===== config.mk =====
export PLATFORM = sky130hd
export DESIGN_NAME = radio_timing_engine_flat
export DESIGN_NICKNAME = d
export VERILOG_FILES = /design/src/rtl/radio_timing_engine_pkg.sv /design/src/rtl/radio_timing_engine_if.sv /design/src/rtl/radio_timing_engine_down_counter.sv /design/src/rtl/radio_timing_engine.sv /design/src/flat_wrapper.sv
export SDC_FILE = /design/constraint.sdc
export NUM_CORES = 1
export LEC_CHECK = 0
export CORE_MARGIN = 10
export CORE_UTILIZATION = 60
export CTS_CLUSTER_DIAMETER = 30
export DETAILED_ROUTE_END_ITERATION = 8
export PLACE_DENSITY = 0.94
export SLEW_MARGIN = 40
export SYNTH_ARGS = -nofsm -noshare
export SYNTH_HDL_FRONTEND = slang
export SYNTH_HIERARCHICAL = 1
export SYNTH_SLANG_ARGS = --single-unit

===== constraint.sdc =====
create_clock -name ck -period 8.9 [get_ports ck]
set_input_delay 2.67 -clock ck [delete_from_list [all_inputs] [get_ports ck]]
set_output_delay 2.67 -clock ck [all_outputs]
set_load 0.05 [all_outputs]

===== src/rtl/radio_timing_engine_pkg.sv =====
`default_nettype none
// ============================================================================
// rte_pkg : shared state encoding, default widths and strobe encodings
// Revision: 1.0
// ============================================================================
package rte_pkg;

  localparam int RTE_CNT_W_DEF   = 16;
  localparam int RTE_RAMP_W_DEF  = 8;
  localparam int RTE_SLOT_W_DEF  = 8;
  localparam int RTE_GAP_CYC_DEF = 4;

  typedef enum logic [2:0] {
    RTE_IDLE     = 3'd0,
    RTE_WARMUP   = 3'd1,
    RTE_ACTIVE   = 3'd2,
    RTE_COOLDOWN = 3'd3,
    RTE_GAP      = 3'd4
  } rte_state_e;

  // {enable, rxEn} per state
  localparam logic [1:0] OUT_IDLE      = 2'b00;
  localparam logic [1:0] OUT_WARMUP    = 2'b10;
  localparam logic [1:0] OUT_ACTIVE_TX = 2'b10;
  localparam logic [1:0] OUT_ACTIVE_RX = 2'b11;
  localparam logic [1:0] OUT_COOLDOWN  = 2'b10;
  localparam logic [1:0] OUT_GAP       = 2'b00;

  function automatic logic [1:0] rte_out_enc(input rte_state_e st, input logic rx_mode);
    logic [1:0] enc;
    enc = OUT_IDLE;
    case (st)
      RTE_WARMUP:   enc = OUT_WARMUP;
      RTE_ACTIVE:   enc = rx_mode ? OUT_ACTIVE_RX : OUT_ACTIVE_TX;
      RTE_COOLDOWN: enc = OUT_COOLDOWN;
      RTE_GAP:      enc = OUT_GAP;
      default:      enc = OUT_IDLE;
    endcase
    return enc;
  endfunction

endpackage
`default_nettype wire


===== src/rtl/radio_timing_engine_if.sv =====
`default_nettype none
// ============================================================================
// radio_timing_engine_if : control inputs and strobe/status outputs
// Revision: 1.0
// ============================================================================
interface radio_timing_engine_if
  import rte_pkg::*;
#(
  parameter int CNT_W  = RTE_CNT_W_DEF,
  parameter int RAMP_W = RTE_RAMP_W_DEF,
  parameter int SLOT_W = RTE_SLOT_W_DEF
);

  logic              start;
  logic              abort;
  logic              rx_mode;
  logic [RAMP_W-1:0] warmup_cyc;
  logic [CNT_W-1:0]  active_cyc;
  logic [RAMP_W-1:0] cooldown_cyc;
  logic [SLOT_W-1:0] num_slots;
  logic              radio_enable_unsynced;
  logic              radio_rx_en_unsynced;
  logic              busy;
  logic              slot_done;
  logic              seq_done;
  logic              aborted;
  logic              cfg_err;

  modport master (
    output start, abort, rx_mode, warmup_cyc, active_cyc, cooldown_cyc, num_slots,
    input  radio_enable_unsynced, radio_rx_en_unsynced, busy, slot_done, seq_done,
           aborted, cfg_err
  );

  modport slave (
    input  start, abort, rx_mode, warmup_cyc, active_cyc, cooldown_cyc, num_slots,
    output radio_enable_unsynced, radio_rx_en_unsynced, busy, slot_done, seq_done,
           aborted, cfg_err
  );

endinterface
`default_nettype wire


===== src/rtl/radio_timing_engine_down_counter.sv =====
`default_nettype none
// ============================================================================
// rte_down_counter : loadable down-counter with zero flag, holds at zero
// Revision: 1.0
// ============================================================================
module rte_down_counter #(
  parameter int W = 8
) (
  input  logic         ck,
  input  logic         arst_n,
  input  logic         i_load,
  input  logic [W-1:0] i_load_val,
  input  logic         i_dec,
  output logic         o_zero
);

  logic [W-1:0] cnt_d;
  logic [W-1:0] cnt_q;

  always_comb begin
    cnt_d = cnt_q;
    if (i_load) begin
      cnt_d = i_load_val;
    end else if (i_dec && (cnt_q != '0)) begin
      cnt_d = cnt_q - W'(1);
    end
  end

  always_ff @(posedge ck or negedge arst_n) begin
    if (!arst_n) begin
      cnt_q <= '0;
    end else begin
      cnt_q <= cnt_d;
    end
  end

  assign o_zero = (cnt_q == '0);

endmodule
`default_nettype wire


===== src/rtl/radio_timing_engine.sv =====
`default_nettype none
// ============================================================================
// radio_timing_engine : warm-up / active / cool-down / gap slot sequencer
//                       producing glitch-free radio enable strobes
// Revision: 1.0
// ============================================================================
module radio_timing_engine
  import rte_pkg::*;
#(
  parameter int CNT_W   = RTE_CNT_W_DEF,
  parameter int RAMP_W  = RTE_RAMP_W_DEF,
  parameter int SLOT_W  = RTE_SLOT_W_DEF,
  parameter int GAP_CYC = RTE_GAP_CYC_DEF
) (
  input  logic                 ck,
  input  logic                 arst_n,
  radio_timing_engine_if.slave bus
);

  localparam int GAP_W = (GAP_CYC > 1) ? $clog2(GAP_CYC) : 1;
  localparam logic [GAP_W-1:0] GAP_LOAD = GAP_W'(GAP_CYC - 1);

  localparam logic [2:0] ST_IDLE     = RTE_IDLE;
  localparam logic [2:0] ST_WARMUP   = RTE_WARMUP;
  localparam logic [2:0] ST_ACTIVE   = RTE_ACTIVE;
  localparam logic [2:0] ST_COOLDOWN = RTE_COOLDOWN;
  localparam logic [2:0] ST_GAP      = RTE_GAP;

  logic [2:0]        state_d, state_q;
  logic              rx_mode_d, rx_mode_q;
  logic [RAMP_W-1:0] warmup_d, warmup_q;
  logic [CNT_W-1:0]  active_d, active_q;
  logic [RAMP_W-1:0] cooldown_d, cooldown_q;
  logic              abort_seen_d, abort_seen_q;
  logic              slot_cut_d, slot_cut_q;
  logic              enable_d, enable_q;
  logic              rx_en_d, rx_en_q;
  logic              busy_d, busy_q;
  logic              slot_done_d, slot_done_q;
  logic              seq_done_d, seq_done_q;
  logic              aborted_d, aborted_q;
  logic              cfg_err_d, cfg_err_q;

  logic              w_cut;
  logic              w_end_slot;
  logic              w_ramp_load, w_ramp_dec, w_ramp_zero;
  logic [RAMP_W-1:0] w_ramp_val;
  logic              w_act_load, w_act_dec, w_act_zero;
  logic [CNT_W-1:0]  w_act_val;
  logic              w_gap_load, w_gap_dec, w_gap_zero;
  logic              w_slot_load, w_slot_dec, w_slot_zero;
  logic [SLOT_W-1:0] w_slot_val;

  // Warm-up and cool-down never overlap, so they share one ramp counter.
  rte_down_counter #(.W(RAMP_W)) u_ramp_cnt (
    .ck(ck), .arst_n(arst_n), .i_load(w_ramp_load), .i_load_val(w_ramp_val),
    .i_dec(w_ramp_dec), .o_zero(w_ramp_zero)
  );

  rte_down_counter #(.W(CNT_W)) u_active_cnt (
    .ck(ck), .arst_n(arst_n), .i_load(w_act_load), .i_load_val(w_act_val),
    .i_dec(w_act_dec), .o_zero(w_act_zero)
  );

  rte_down_counter #(.W(GAP_W)) u_gap_cnt (
    .ck(ck), .arst_n(arst_n), .i_load(w_gap_load), .i_load_val(GAP_LOAD),
    .i_dec(w_gap_dec), .o_zero(w_gap_zero)
  );

  rte_down_counter #(.W(SLOT_W)) u_slot_cnt (
    .ck(ck), .arst_n(arst_n), .i_load(w_slot_load), .i_load_val(w_slot_val),
    .i_dec(w_slot_dec), .o_zero(w_slot_zero)
  );

  assign w_ramp_dec = (state_q == ST_WARMUP) || (state_q == ST_COOLDOWN);
  assign w_act_dec  = (state_q == ST_ACTIVE);
  assign w_gap_dec  = (state_q == ST_GAP);

  always_comb begin
    state_d      = state_q;
    rx_mode_d    = rx_mode_q;
    warmup_d     = warmup_q;
    active_d     = active_q;
    cooldown_d   = cooldown_q;
    abort_seen_d = abort_seen_q;
    slot_cut_d   = slot_cut_q;
    slot_done_d  = 1'b0;
    seq_done_d   = 1'b0;
    aborted_d    = 1'b0;
    cfg_err_d    = 1'b0;
    w_cut        = 1'b0;
    w_end_slot   = 1'b0;
    w_ramp_load  = 1'b0;
    w_ramp_val   = '0;
    w_act_load   = 1'b0;
    w_act_val    = '0;
    w_gap_load   = 1'b0;
    w_slot_load  = 1'b0;
    w_slot_val   = '0;
    w_slot_dec   = 1'b0;

    unique case (state_q)
      ST_IDLE: begin
        if (bus.start && !bus.abort) begin
          if ((bus.active_cyc == '0) || (bus.num_slots == '0)) begin
            cfg_err_d = 1'b1;
          end else begin
            rx_mode_d    = bus.rx_mode;
            warmup_d     = bus.warmup_cyc;
            active_d     = bus.active_cyc;
            cooldown_d   = bus.cooldown_cyc;
            abort_seen_d = 1'b0;
            slot_cut_d   = 1'b0;
            w_slot_load  = 1'b1;
            w_slot_val   = bus.num_slots - SLOT_W'(1);
            if (bus.warmup_cyc != '0) begin
              state_d     = ST_WARMUP;
              w_ramp_load = 1'b1;
              w_ramp_val  = bus.warmup_cyc - RAMP_W'(1);
            end else begin
              state_d    = ST_ACTIVE;
              w_act_load = 1'b1;
              w_act_val  = bus.active_cyc - CNT_W'(1);
            end
          end
        end
      end
      ST_WARMUP: begin
        if (bus.abort) begin
          w_cut = 1'b1;
        end else if (w_ramp_zero) begin
          state_d    = ST_ACTIVE;
          w_act_load = 1'b1;
          w_act_val  = active_q - CNT_W'(1);
        end
      end
      ST_ACTIVE: begin
        if (bus.abort) begin
          w_cut = 1'b1;
        end else if (w_act_zero) begin
          if (cooldown_q != '0) begin
            state_d     = ST_COOLDOWN;
            w_ramp_load = 1'b1;
            w_ramp_val  = cooldown_q - RAMP_W'(1);
          end else begin
            w_end_slot = 1'b1;
          end
        end
      end
      ST_COOLDOWN: begin
        if (bus.abort) begin
          abort_seen_d = 1'b1;
        end
        if (w_ramp_zero) begin
          w_end_slot = 1'b1;
        end
      end
      ST_GAP: begin
        if (bus.abort) begin
          state_d    = ST_IDLE;
          seq_done_d = 1'b1;
          aborted_d  = 1'b1;
        end else if (w_gap_zero) begin
          if (warmup_q != '0) begin
            state_d     = ST_WARMUP;
            w_ramp_load = 1'b1;
            w_ramp_val  = warmup_q - RAMP_W'(1);
          end else begin
            state_d    = ST_ACTIVE;
            w_act_load = 1'b1;
            w_act_val  = active_q - CNT_W'(1);
          end
        end
      end
      default: begin
        state_d = ST_IDLE;
      end
    endcase

    // Abort from warm-up/active: drop rxEn now, still ramp down, forget remaining slots.
    if (w_cut) begin
      abort_seen_d = 1'b1;
      slot_cut_d   = 1'b1;
      w_slot_load  = 1'b1;
      w_slot_val   = '0;
      if (cooldown_q != '0) begin
        state_d     = ST_COOLDOWN;
        w_ramp_load = 1'b1;
        w_ramp_val  = cooldown_q - RAMP_W'(1);
      end else begin
        state_d    = ST_IDLE;
        seq_done_d = 1'b1;
        aborted_d  = 1'b1;
      end
    end

    if (w_end_slot) begin
      slot_done_d = !slot_cut_q;
      if (w_slot_zero || abort_seen_q || bus.abort) begin
        state_d    = ST_IDLE;
        seq_done_d = 1'b1;
        aborted_d  = abort_seen_q || bus.abort;
      end else begin
        state_d    = ST_GAP;
        w_gap_load = 1'b1;
        w_slot_dec = 1'b1;
      end
    end

    // Strobes are decoded from the next state so they leave a flop directly.
    {enable_d, rx_en_d} = rte_out_enc(rte_state_e'(state_d), rx_mode_d);
    busy_d              = (state_d != ST_IDLE);
  end

  always_ff @(posedge ck or negedge arst_n) begin
    if (!arst_n) begin
      state_q      <= ST_IDLE;
      rx_mode_q    <= 1'b0;
      warmup_q     <= '0;
      active_q     <= '0;
      cooldown_q   <= '0;
      abort_seen_q <= 1'b0;
      slot_cut_q   <= 1'b0;
      enable_q     <= 1'b0;
      rx_en_q      <= 1'b0;
      busy_q       <= 1'b0;
      slot_done_q  <= 1'b0;
      seq_done_q   <= 1'b0;
      aborted_q    <= 1'b0;
      cfg_err_q    <= 1'b0;
    end else begin
      state_q      <= state_d;
      rx_mode_q    <= rx_mode_d;
      warmup_q     <= warmup_d;
      active_q     <= active_d;
      cooldown_q   <= cooldown_d;
      abort_seen_q <= abort_seen_d;
      slot_cut_q   <= slot_cut_d;
      enable_q     <= enable_d;
      rx_en_q      <= rx_en_d;
      busy_q       <= busy_d;
      slot_done_q  <= slot_done_d;
      seq_done_q   <= seq_done_d;
      aborted_q    <= aborted_d;
      cfg_err_q    <= cfg_err_d;
    end
  end

  assign bus.radio_enable_unsynced = enable_q;
  assign bus.radio_rx_en_unsynced  = rx_en_q;
  assign bus.busy                  = busy_q;
  assign bus.slot_done             = slot_done_q;
  assign bus.seq_done              = seq_done_q;
  assign bus.aborted               = aborted_q;
  assign bus.cfg_err               = cfg_err_q;

endmodule
`default_nettype wire


===== src/flat_wrapper.sv =====
// flat-port wrapper written by rule: the top's interface ports become plain ports
module radio_timing_engine_flat import rte_pkg::*;
#(
  parameter int CNT_W   = RTE_CNT_W_DEF,
  parameter int RAMP_W  = RTE_RAMP_W_DEF,
  parameter int SLOT_W  = RTE_SLOT_W_DEF,
  parameter int GAP_CYC = RTE_GAP_CYC_DEF
)
  (ck, arst_n, bus_start, bus_abort, bus_rx_mode, bus_warmup_cyc, bus_active_cyc, bus_cooldown_cyc, bus_num_slots, bus_radio_enable_unsynced, bus_radio_rx_en_unsynced, bus_busy, bus_slot_done, bus_seq_done, bus_aborted, bus_cfg_err);
  radio_timing_engine_if #(.CNT_W(CNT_W), .RAMP_W(RAMP_W), .SLOT_W(SLOT_W)) bus_i ();
  input  logic ck;
  input  logic arst_n;
  input wire logic [$bits(bus_i.start)-1:0] bus_start;
  input wire logic [$bits(bus_i.abort)-1:0] bus_abort;
  input wire logic [$bits(bus_i.rx_mode)-1:0] bus_rx_mode;
  input wire logic [$bits(bus_i.warmup_cyc)-1:0] bus_warmup_cyc;
  input wire logic [$bits(bus_i.active_cyc)-1:0] bus_active_cyc;
  input wire logic [$bits(bus_i.cooldown_cyc)-1:0] bus_cooldown_cyc;
  input wire logic [$bits(bus_i.num_slots)-1:0] bus_num_slots;
  output wire logic [$bits(bus_i.radio_enable_unsynced)-1:0] bus_radio_enable_unsynced;
  output wire logic [$bits(bus_i.radio_rx_en_unsynced)-1:0] bus_radio_rx_en_unsynced;
  output wire logic [$bits(bus_i.busy)-1:0] bus_busy;
  output wire logic [$bits(bus_i.slot_done)-1:0] bus_slot_done;
  output wire logic [$bits(bus_i.seq_done)-1:0] bus_seq_done;
  output wire logic [$bits(bus_i.aborted)-1:0] bus_aborted;
  output wire logic [$bits(bus_i.cfg_err)-1:0] bus_cfg_err;
  assign bus_i.start = bus_start;
  assign bus_i.abort = bus_abort;
  assign bus_i.rx_mode = bus_rx_mode;
  assign bus_i.warmup_cyc = bus_warmup_cyc;
  assign bus_i.active_cyc = bus_active_cyc;
  assign bus_i.cooldown_cyc = bus_cooldown_cyc;
  assign bus_i.num_slots = bus_num_slots;
  assign bus_radio_enable_unsynced = bus_i.radio_enable_unsynced;
  assign bus_radio_rx_en_unsynced = bus_i.radio_rx_en_unsynced;
  assign bus_busy = bus_i.busy;
  assign bus_slot_done = bus_i.slot_done;
  assign bus_seq_done = bus_i.seq_done;
  assign bus_aborted = bus_i.aborted;
  assign bus_cfg_err = bus_i.cfg_err;
  radio_timing_engine #(.CNT_W(CNT_W), .RAMP_W(RAMP_W), .SLOT_W(SLOT_W), .GAP_CYC(GAP_CYC)) u_core (.ck(ck), .arst_n(arst_n), .bus(bus_i));
endmodule

==> summary.md <==
| Metric | Value |
|---|---|
| Setup repair after global routing missed its margin | no |
| EDFF count, synth | 0 |
| Core Util, Final | a little under 70% |
| Total Neg Setup Slack | 0 ps |
| Slew headroom | between 50% and 60% |
| Initial cell density of the core | 61.2% |
| WHS Path Cells | 1 |
| Ratio of cells with drive above 1 in the final layout | under 10% |
| Maximum VDD drop | around 150 uV |
| Residual DRC | 0 |
| Sequential share of the synthesized area | 35.1% |
| Yosys reg bits | 79 |
| Layout Skew | 17.5 ps |
| Resized Gates After CTS | 0 |
| Status | finished, final reports clean |
| Ys flop type | dfrtp_1 |
| Skew-Pair Late Insertion Delay | 360 ps |
| Critical Path End Type | flop |
| All-Layer GR Usage | 21.9% |
| PwrDens | 258 mW/mm^2 |
| CP startpoint | bus_active_cyc[0] |
| CTS tree | built |
| Wire length per cell | 18.1 microns |
| M3 GR Usage | under 10% |
| Total power | 1630 uW |
| Total gr overflow | 0 |
| Root buf cell | clkbuf_8 |
| Final count of negative-setup-slack endpoints | 0 |
| Max clock buf depth | 2 |
| Critical Path Source Type | primary input |
| Mapped Area | 0.00563 sq mm |
| Worst EP arrival | 6460 ps |
| Top cells by count, synth | 110 x nand2_1, 79 x dfrtp_1, 53 x nor2_1 |
| Leakage power | 0.00250 uW |
| Min-Delay Endpoint | u_core/bus.slot_done |
| Reg2reg end | u_core/u_ramp_cnt/cnt_q[5] |
| DIE WIDTH | 117 microns |
| Synth area leaders | dfrtp_1 35%, nand2_1 7.3%, xnor2_1 4.8% |
| Final Hold Violating Endpoints | 0 |
| R2r setup slk | roughly 4600 ps |
| Reg2reg start | u_core/u_active_cnt/cnt_q[7] |
| Area Overhead vs Synth | 12.7% |
| Start point of the worst min-delay path | u_core/slot_cut_q |
| Mapped Avg Cell Area | 8.48 sq um |
| Vias in the first global route | 5,124 |
| Gr busiest metal | met2 |
| Post-CTS Setup Bufs | 0 |
| H-tree depth reported by CTS | 3 |
| Cell taking the most area after synthesis | dfrtp_1 |
| Worst slew pin tran | 726 ps |
| Clk sink count | 79 |
| Required time worst endpoint | 9160 ps |
| Pins Over Slew Limit | 0 |
| Post-synth ARST share | 100% |
| Min-Delay Path Class | reg2reg |
| Period utilization | a little over two thirds |
| Antenna Nets Post-Route | 0 |
| GP Congestion | ~0.96 |
| Largest net degree at the start of global routing | 80 |
| CP Class | in2reg |
| Final min period | between 6000 and 7000 ps |
| Nets | around 760 |
| Detailed Routing Iterations Pass 1 | 6 |
| WL final | 14,700 microns |
| Most common cell in the netlist | nand2_1 |
| Via count | 5,249 |
| Detailed Route Iter0 Violations | around 530 |
| GR Util met2 | 34.7% |
| IO Count | 52 |
| Met1 Use GR | 28.7% |
| # diodes | 0 |
| Fmax | 0.161 GHz |
| Post-Synthesis Cells | 664 |
| HPWL reported at the end of detailed placement | 10,800 microns |
| Clock transition at path regs | 100 ps |
| Setup ws final | 2690 ps |
| Worst Path Max Fanout | 20 |
| Die Ht | approximately 120 microns |
| First-pass GRT wire length | 24,600 microns |
| Vias per cell | 6.45 |
| Std-Cell Rows | 35 |
| FF-to-FF path depth | 10 |
| Top cell type's share of synthesized area | 35.1% |
| Synth warn | 6 |
| Worst slack at placement | 2400 ps |
| Hold_buf cts | 0 |
| Max Cap Viol | 0 |
| Total CTS buffers | 9 |
| Initial antenna violation count | 0 |
| CORE AREA | 0.00920 sq mm |
| Die ar. | 0.0137 sq mm |
| Synth cell types | 74 |
| Number of port buffers | 51 |
## power breakdown
group / internal [uW] / switching, uW
clock network: 104 / 149
registers: 494 / 179
logic: 314 / 394
## state kept, by name, indices dropped and copies added, names as in the netlist
name                              cells
u_core/u_slot_cnt/cnt_q               8
u_core/u_gap_cnt/cnt_q                2
u_core/state_q                        3
u_core/bus.aborted                    1
u_core/warmup_q                       8
u_core/bus.radio_rx_en_unsynced       1
u_core/rx_mode_q                      1
u_core/bus.busy                       1
u_core/abort_seen_q                   1
u_core/bus.seq_done                   1
u_core/u_ramp_cnt/cnt_q               8
u_core/bus.slot_done                  1
u_core/slot_cut_q                     1
u_core/bus.cfg_err                    1
u_core/bus.radio_enable_unsynced      1
u_core/active_q                      16
u_core/u_active_cnt/cnt_q            16
u_core/cooldown_q                     8
## cell families (layout without fill, tap and decap cells)
group,Yosys count,in the layout,synth area share [%]
simple gates,325,325,32.0
compound gates,126,126,15.7
flops,79,79,35.1
buf+inv,61,99,4.67
xor+xnor,50,50,7.78
fa+ha+maj,13,13,2.89
mux,9,9,1.78
other cells,1,2,0.0666
## how the worst max path moves through the flow
stage | end | slack [ps] | cells after the start
2_1_floorplan | u_core/u_active_cnt/cnt_q[6] | 3950 | 14
3_3_place_gp | u_core/u_ramp_cnt/cnt_q[5] | 2550 | 12
3_5_place_dp | u_core/u_ramp_cnt/cnt_q[5] | 2400 | 12
4_1_cts | u_core/u_ramp_cnt/cnt_q[5] | 2760 | 12
5_1_grt | u_core/u_active_cnt/cnt_q[13] | 2430 | 11
6_report | u_core/u_ramp_cnt/cnt_q[5] | 2690 | 12
## worst max-delay path, cell delays in order
cell and delay, ps:
clkdlybuf4s50_1 550, inv_1 70, ha_1 280, nor3b_1 170
and4_4 220, nor3_4 540, buf_4 370, nand2b_1 220
nand3_1 430, clkinv_1 410, o311a_1 250, a221o_1 270
## placed cells by master, fill, tap and decap left out, types with 5 or more instances in the layout
cell type and count:
a21oi_1 16, a31oi_1 12, clkbuf_8 9, clkdlybuf4s50_1 50, dfrtp_1 79, ha_1 13, inv_1 27, mux2_2 8
nand2_1 110, nand2b_1 8, nand3_1 13, nor2_1 53, nor2b_1 10, nor3_1 21, nor3b_1 9, nor4_1 14
nor4b_1 6, o2111ai_1 5, o211ai_1 6, o21ai_0 19, o221ai_1 6, o22ai_1 17, o31ai_1 9, o41ai_1 6
or3_1 12, or4_1 15, or4b_1 5, xnor2_1 31, xor2_1 19
## area by class of cell
| type | count | area [sq um] |
|---|---|---|
| inverters | 28 | 105 |
| flip-flops and latches | 79 | 1980 |
| fillers | 662 | 2850 |
| multi-input cells | 525 | 3400 |
| repair buffers | 55 | 542 |
| well taps | 111 | 139 |
| clock inverters | 7 | 55.1 |
| clock buffers | 9 | 124 |
## through the flow
step / hold WS [ps] / cell area [sq um] / instances
2_1_floorplan: 403 / 5630 / 665
3_3_place_gp: 427 / 6160 / 798
3_5_place_dp: 438 / 6160 / 798
4_1_cts: 444 / 6340 / 814
5_1_grt: 470 / 6340 / 814
6_report: 456 / 6340 / 814
## routing by layer
layer,wire [microns],share of wire [%],vias up
met5,0,0,-
met1,6160,42,2481
met4,384,2.6,0
met2,7070,48,247
li1,-,-,2479
met3,1090,7.4,42
No activity file was read; power rests on OpenSTA's default activity.
